### config.mk
export PLATFORM = sky130hd
export DESIGN_NAME = mem_bus_arbiter
export DESIGN_NICKNAME = d
export VERILOG_FILES = /design/src/rtl/mem_arb_pkg.sv /design/src/rtl/rr_pick2.sv /design/src/rtl/mem_bus_arbiter.sv
export SDC_FILE = /design/constraint.sdc
export NUM_CORES = 1
export LEC_CHECK = 0
export BUFFER_PORTS_ARGS = -buffer_cell sky130_fd_sc_hd__clkbuf_2
export CAP_MARGIN = 10
export CORE_ASPECT_RATIO = 0.7
export CORE_MARGIN = 10
export CORE_UTILIZATION = 47
export DETAILED_ROUTE_END_ITERATION = 6
export PLACE_DENSITY = 0.81
export SYNTH_ARGS = -nofsm -noshare
export SYNTH_HDL_FRONTEND = slang
export SYNTH_SLANG_ARGS = --single-unit
### constraint.sdc
create_clock -name clk -period 2.05 [get_ports clk]
set_input_delay 0.3075 -clock clk [delete_from_list [all_inputs] [get_ports clk]]
set_output_delay 0.3075 -clock clk [all_outputs]
set_load 0.02 [all_outputs]
### src/rtl/mem_arb_pkg.sv
// Shared types and constants for the two-port RAM bus arbiter.
//   state_t    : arbiter FSM states
//   CTRL_*     : control_bus encodings {ram_read, ram_write}
//   port_idx_t : requester index (port 0 = processor, port 1 = secondary master)
package mem_arb_pkg;

  typedef enum logic [1:0] {
    IDLE   = 2'd0,
    ACCESS = 2'd1,
    ACK    = 2'd2
  } state_t;

  localparam logic [1:0] CTRL_IDLE  = 2'b00;
  localparam logic [1:0] CTRL_WRITE = 2'b01;
  localparam logic [1:0] CTRL_READ  = 2'b10;

  typedef logic port_idx_t;

  function automatic logic [1:0] ctrl_for(input logic we);
    return we ? CTRL_WRITE : CTRL_READ;
  endfunction

endpackage

### src/rtl/rr_pick2.sv
// Combinational two-way round-robin grant picker.
//   req0, req1  : pending requests
//   last_grant  : port that won the previous arbitration
//   grant_valid : at least one request pending
//   grant_idx   : winning port (only meaningful with grant_valid)
// A lone request always wins; on a tie the port that did not win last time
// is chosen. Kept as its own block so it can be widened to N ports.
import mem_arb_pkg::*;

module rr_pick2 (
  input  logic      req0,
  input  logic      req1,
  input  port_idx_t last_grant,
  output logic      grant_valid,
  output port_idx_t grant_idx
);

  always_comb begin
    grant_valid = req0 | req1;
    if (req0 && req1) begin
      grant_idx = ~last_grant;
    end else begin
      grant_idx = req1;
    end
  end

endmodule

### src/rtl/mem_bus_arbiter.sv
// Two-port arbiter and access sequencer for a shared single-port RAM.
// One complete transaction is granted at a time (round-robin), the command
// is held on the bus for MEM_LAT cycles, read data is captured into the
// granted port's rdata register and a one-cycle ack is returned.
//
// Ports:
//   clk, reset          : clock, asynchronous active-high reset
//   req/we/addr/wdataN  : requester N command (held until ackN)
//   ackN, rdataN        : completion pulse and registered read data
//   address_bus         : RAM address (holds last value when idle)
//   wdata_bus           : RAM write data (holds last value when idle)
//   control_bus         : {ram_read, ram_write}
//   rdata_bus           : RAM read data
//   busy                : FSM not in IDLE
//
// MEM_LAT legal range is 1..7 (3-bit latency counter).
//
// state  | meaning
// -------+-----------------------------------------------------------
// IDLE   | bus idle, arbitrating; a grant registers the command
// ACCESS | command driven on the bus, latency counter running down
// ACK    | ack pulse to the granted port, bus idle, back to IDLE
import mem_arb_pkg::*;

module mem_bus_arbiter #(
  parameter int ADDR_W  = 8,
  parameter int DATA_W  = 16,
  parameter int MEM_LAT = 1
) (
  input  logic              clk,
  input  logic              reset,
  input  logic              req0,
  input  logic              req1,
  input  logic              we0,
  input  logic              we1,
  input  logic [ADDR_W-1:0] addr0,
  input  logic [ADDR_W-1:0] addr1,
  input  logic [DATA_W-1:0] wdata0,
  input  logic [DATA_W-1:0] wdata1,
  output logic              ack0,
  output logic              ack1,
  output logic [DATA_W-1:0] rdata0,
  output logic [DATA_W-1:0] rdata1,
  output logic [ADDR_W-1:0] address_bus,
  output logic [DATA_W-1:0] wdata_bus,
  output logic [1:0]        control_bus,
  input  logic [DATA_W-1:0] rdata_bus,
  output logic              busy
);

  localparam logic [2:0] LAT_LOAD = 3'(MEM_LAT - 1);

  state_t     state;
  state_t     state_nxt;
  logic [2:0] lat_cnt;
  logic       cmd_we;
  // Port granted most recently; during ACCESS/ACK this is also the port
  // that owns the transaction in flight.
  port_idx_t  last_grant;
  logic       grant_valid;
  port_idx_t  grant_idx;
  logic       start_xfer;
  logic       end_access;

  rr_pick2 u_pick (
    .req0        (req0),
    .req1        (req1),
    .last_grant  (last_grant),
    .grant_valid (grant_valid),
    .grant_idx   (grant_idx)
  );

  always_comb begin
    state_nxt   = state;
    start_xfer  = 1'b0;
    end_access  = 1'b0;
    control_bus = CTRL_IDLE;
    ack0        = 1'b0;
    ack1        = 1'b0;
    case (state)
      IDLE: begin
        if (grant_valid) begin
          state_nxt  = ACCESS;
          start_xfer = 1'b1;
        end
      end
      ACCESS: begin
        control_bus = ctrl_for(cmd_we);
        if (lat_cnt == 3'd0) begin
          state_nxt  = ACK;
          end_access = 1'b1;
        end
      end
      ACK: begin
        ack0      = (last_grant == 1'b0);
        ack1      = (last_grant == 1'b1);
        state_nxt = IDLE;
      end
      default: state_nxt = IDLE;
    endcase
  end

  assign busy = (state != IDLE);

  always_ff @(posedge clk or posedge reset) begin
    if (reset) begin
      state       <= IDLE;
      lat_cnt     <= 3'd0;
      cmd_we      <= 1'b0;
      last_grant  <= 1'b1;
      address_bus <= '0;
      wdata_bus   <= '0;
      rdata0      <= '0;
      rdata1      <= '0;
    end else begin
      state <= state_nxt;
      if (start_xfer) begin
        last_grant  <= grant_idx;
        cmd_we      <= grant_idx ? we1 : we0;
        address_bus <= grant_idx ? addr1 : addr0;
        wdata_bus   <= grant_idx ? wdata1 : wdata0;
        lat_cnt     <= LAT_LOAD;
      end else if (state == ACCESS && lat_cnt != 3'd0) begin
        lat_cnt <= lat_cnt - 3'd1;
      end
      // Read data is sampled on the last ACCESS edge so it is stable with ack.
      if (end_access && !cmd_we) begin
        if (last_grant) begin
          rdata1 <= rdata_bus;
        end else begin
          rdata0 <= rdata_bus;
        end
      end
    end
  end

endmodule
==> flow_summary.ini <==
[floorplan]
die_y_um = 85.7
rows = 23
core_um2 = 5840
die_area_um2 = 9750
pin_count = 131
die_w_um = 114
initial_core_util_pct = 49.5

[setup_path]
r2r-end = rdata0[5]
crit_path_end_kind = flop
path_max_fanout = 16
r2r_setup_slack_ps = 290
rr_worst_depth = 3
rr_startpoint = state[1]
worstSetupStartpointType = flop
required_ps = 2260
critPathKind = reg2reg
setup.worst_path.end = rdata0[5]
worstPathArrival_ps = 1980
startpoint = state[1]

[cts]
ctsLongestPathBuffers = 2
cts.sinks = 63
cts_resized = 0
cts-hold-fix-buffers = 0
cts_root_buffer = clkbuf_8
cts_tree = done
postCtsSetupBuffers = 0
clkTransAtPathRegs_ps = 70
clkLatencyLatePin_ps = 330
cts_htree_levels = 3
cts_inserted_buffers = 9

[grt]
grt-ovfl-total = 0
antenna_found_initial = 0
top_usage_layer = met2
grt_usage_pct = 14.8
use_met1_pct = 15.1
grt_max_degree = 28
grt_pass1_vias = 2268
use_met2_pct = 26.6
grt_pass1_wl_um = 11500
met3_usage_pct = 5.92

[final_layout]
syn_to_final_growth_pct = 33.9
fin_nets = 395
layout-drive-gt1-share_pct = 72.6
antenna_cells = 0

[pwr]
report.power.total_mw = 6.56
vdd_drop_max_mv = 0.879
p_leak_nw = 1.95
power_density_nw_per_um2 = 1690

[drt]
drc = 0
drt_first_pass_iters = 4
drt_iter0_drc = 42
wl_per_cell_um = 17.9
wl_um = 7220
num_vias = 1959
via_per_inst = 4.86
ant_nets = 0

[synthesis]
yosysWarnings = 0
synth_seq_cells = 63
netlist_area_um2 = 2890
synth_ff_type = dfrtp_1
ys_types = 26
synth_cells = 185
synth_common_cells = dfrtp_1, mux2_2, mux2_4
synth_top_family_by_area = multiplexers
syn_avg_cell_area_um2 = 15.6
synth_largest_area_cell = dfrtp_1
synthTopCellsByArea = dfrtp_1, mux2_2, mux2_4, buf_6, dfstp_2
synthMuxAreaShare_pct = 34.8
yosysTopAreaCellShare_pct = 53.6
syn_nets = 257
yosysSeqAreaShare_pct = 54.5
synth-compound-area-share_pct = 1.95
yosysMostFrequentCell = dfrtp_1
async_flop_share_pct = 100
synthXorXnorAreaFrac_pct = 0
synth_edf_count = 0
synth-adder-area-share_pct = 0.865
synthSimpleGateAreaFrac_pct = 4.71

[timing]
maxSlewHeadroom_pct = 60.4
min_period_ps = 1760
hold_viol = 0
maxSlewViolCount = 0
worst-slew-pin-transition_ps = 593
clock_skew_ps = 7.23
clock.fmax_mhz = 567
min_period_over_period_pct = 86.0
fin_tns_setup_ps = 0
rsz0062_at_grt = no
setup_viol = 0

[outcome]
status = completed

[placed_design]
dp_hpwl_um = 5730
port_buffers = 130
gp_congestion = 0.787

[min_path]
min_path_type = in2async

[run]
drv_cap = 0
-- kinds of logic after synthesis --
kind of cell,after synthesis
AOI/OAI and AO/OA,8
buffers and inverters,12
DFF,63
adders and majority gates,2
and+or+nand+nor,17
muxes,83
-- sequential cells by signal, summed over array words and instances, names as in the netlist --
signal / cells
address_bus: 8
cmd_we: 1
last_grant: 1
lat_cnt: 3
rdata0: 16
rdata1: 16
state: 2
wdata_bus: 16
-- cell usage in the layout, fill, tap and decap left out, types with 2 or more instances in the layout --
cell	instances
o21ai_0	3
nor2_1	4
ha_1	2
bufinv_16	2
clkbuf_2	130
nand2_2	2
buf_12	3
mux2_2	61
mux2i_1	2
clkbuf_8	13
o221ai_1	2
inv_1	4
or2b_1	2
dfrtp_1	62
mux2_4	20
-- power breakdown --
part           total, mW  switching [mW]  internal [mW]
clock               1.28           0.457          0.819
sequential          2.25           0.373           1.88
combinational       3.03            1.65           1.38
total               6.56            2.48           4.08
-- routing by layer --
layer	routed length (µm)	share of wire (%)
met3	475	6.6
met1	2750	38
met4	127	1.8
met5	0	0
met2	3870	54
-- area by class of cell --
class / instances / area, µm²
inverters: 5 / 18.8
multi-input cells: 110 / 1220
repair buffers: 134 / 718
clock inverters: 2 / 60.1
clock buffers: 14 / 183
flip-flops and latches: 63 / 1580
fillers: 461 / 1970
well taps: 75 / 93.8
-- worst min-delay path by stage --
stage,from,end
after floorplan,rdata_bus[0],rdata1[0]
after global placement,reset,rdata0[15]
after detailed placement,reset,rdata1[6]
after CTS,reset,rdata0[15]
after global routing,reset,rdata1[15]
final,reset,rdata1[6]
-- stage by stage --
| step | setup WS, ps | hold WS (ps) | instances | cell area (µm²) | utilization, % |
|---|---|---|---|---|---|
| after global placement | 324 | 377 | 387 | 3630 | 62.2 |
| after global routing | 183 | 35.7 | 403 | 3880 | 66.4 |
| after detailed placement | 279 | 398 | 387 | 3630 | 62.2 |
| after CTS | 265 | 30.6 | 403 | 3880 | 66.4 |
| after floorplan | 174 | 456 | 185 | 2890 | - |
| final | 287 | 20.8 | 403 | 3880 | 66.4 |
-- worst max-delay path: stages, from the launching register on --
cell,delay (ps)
dfrtp_1,450
nor4b_1,390
nand2_2,400
mux2_4,410
Power figures use the tool's default switching activity.
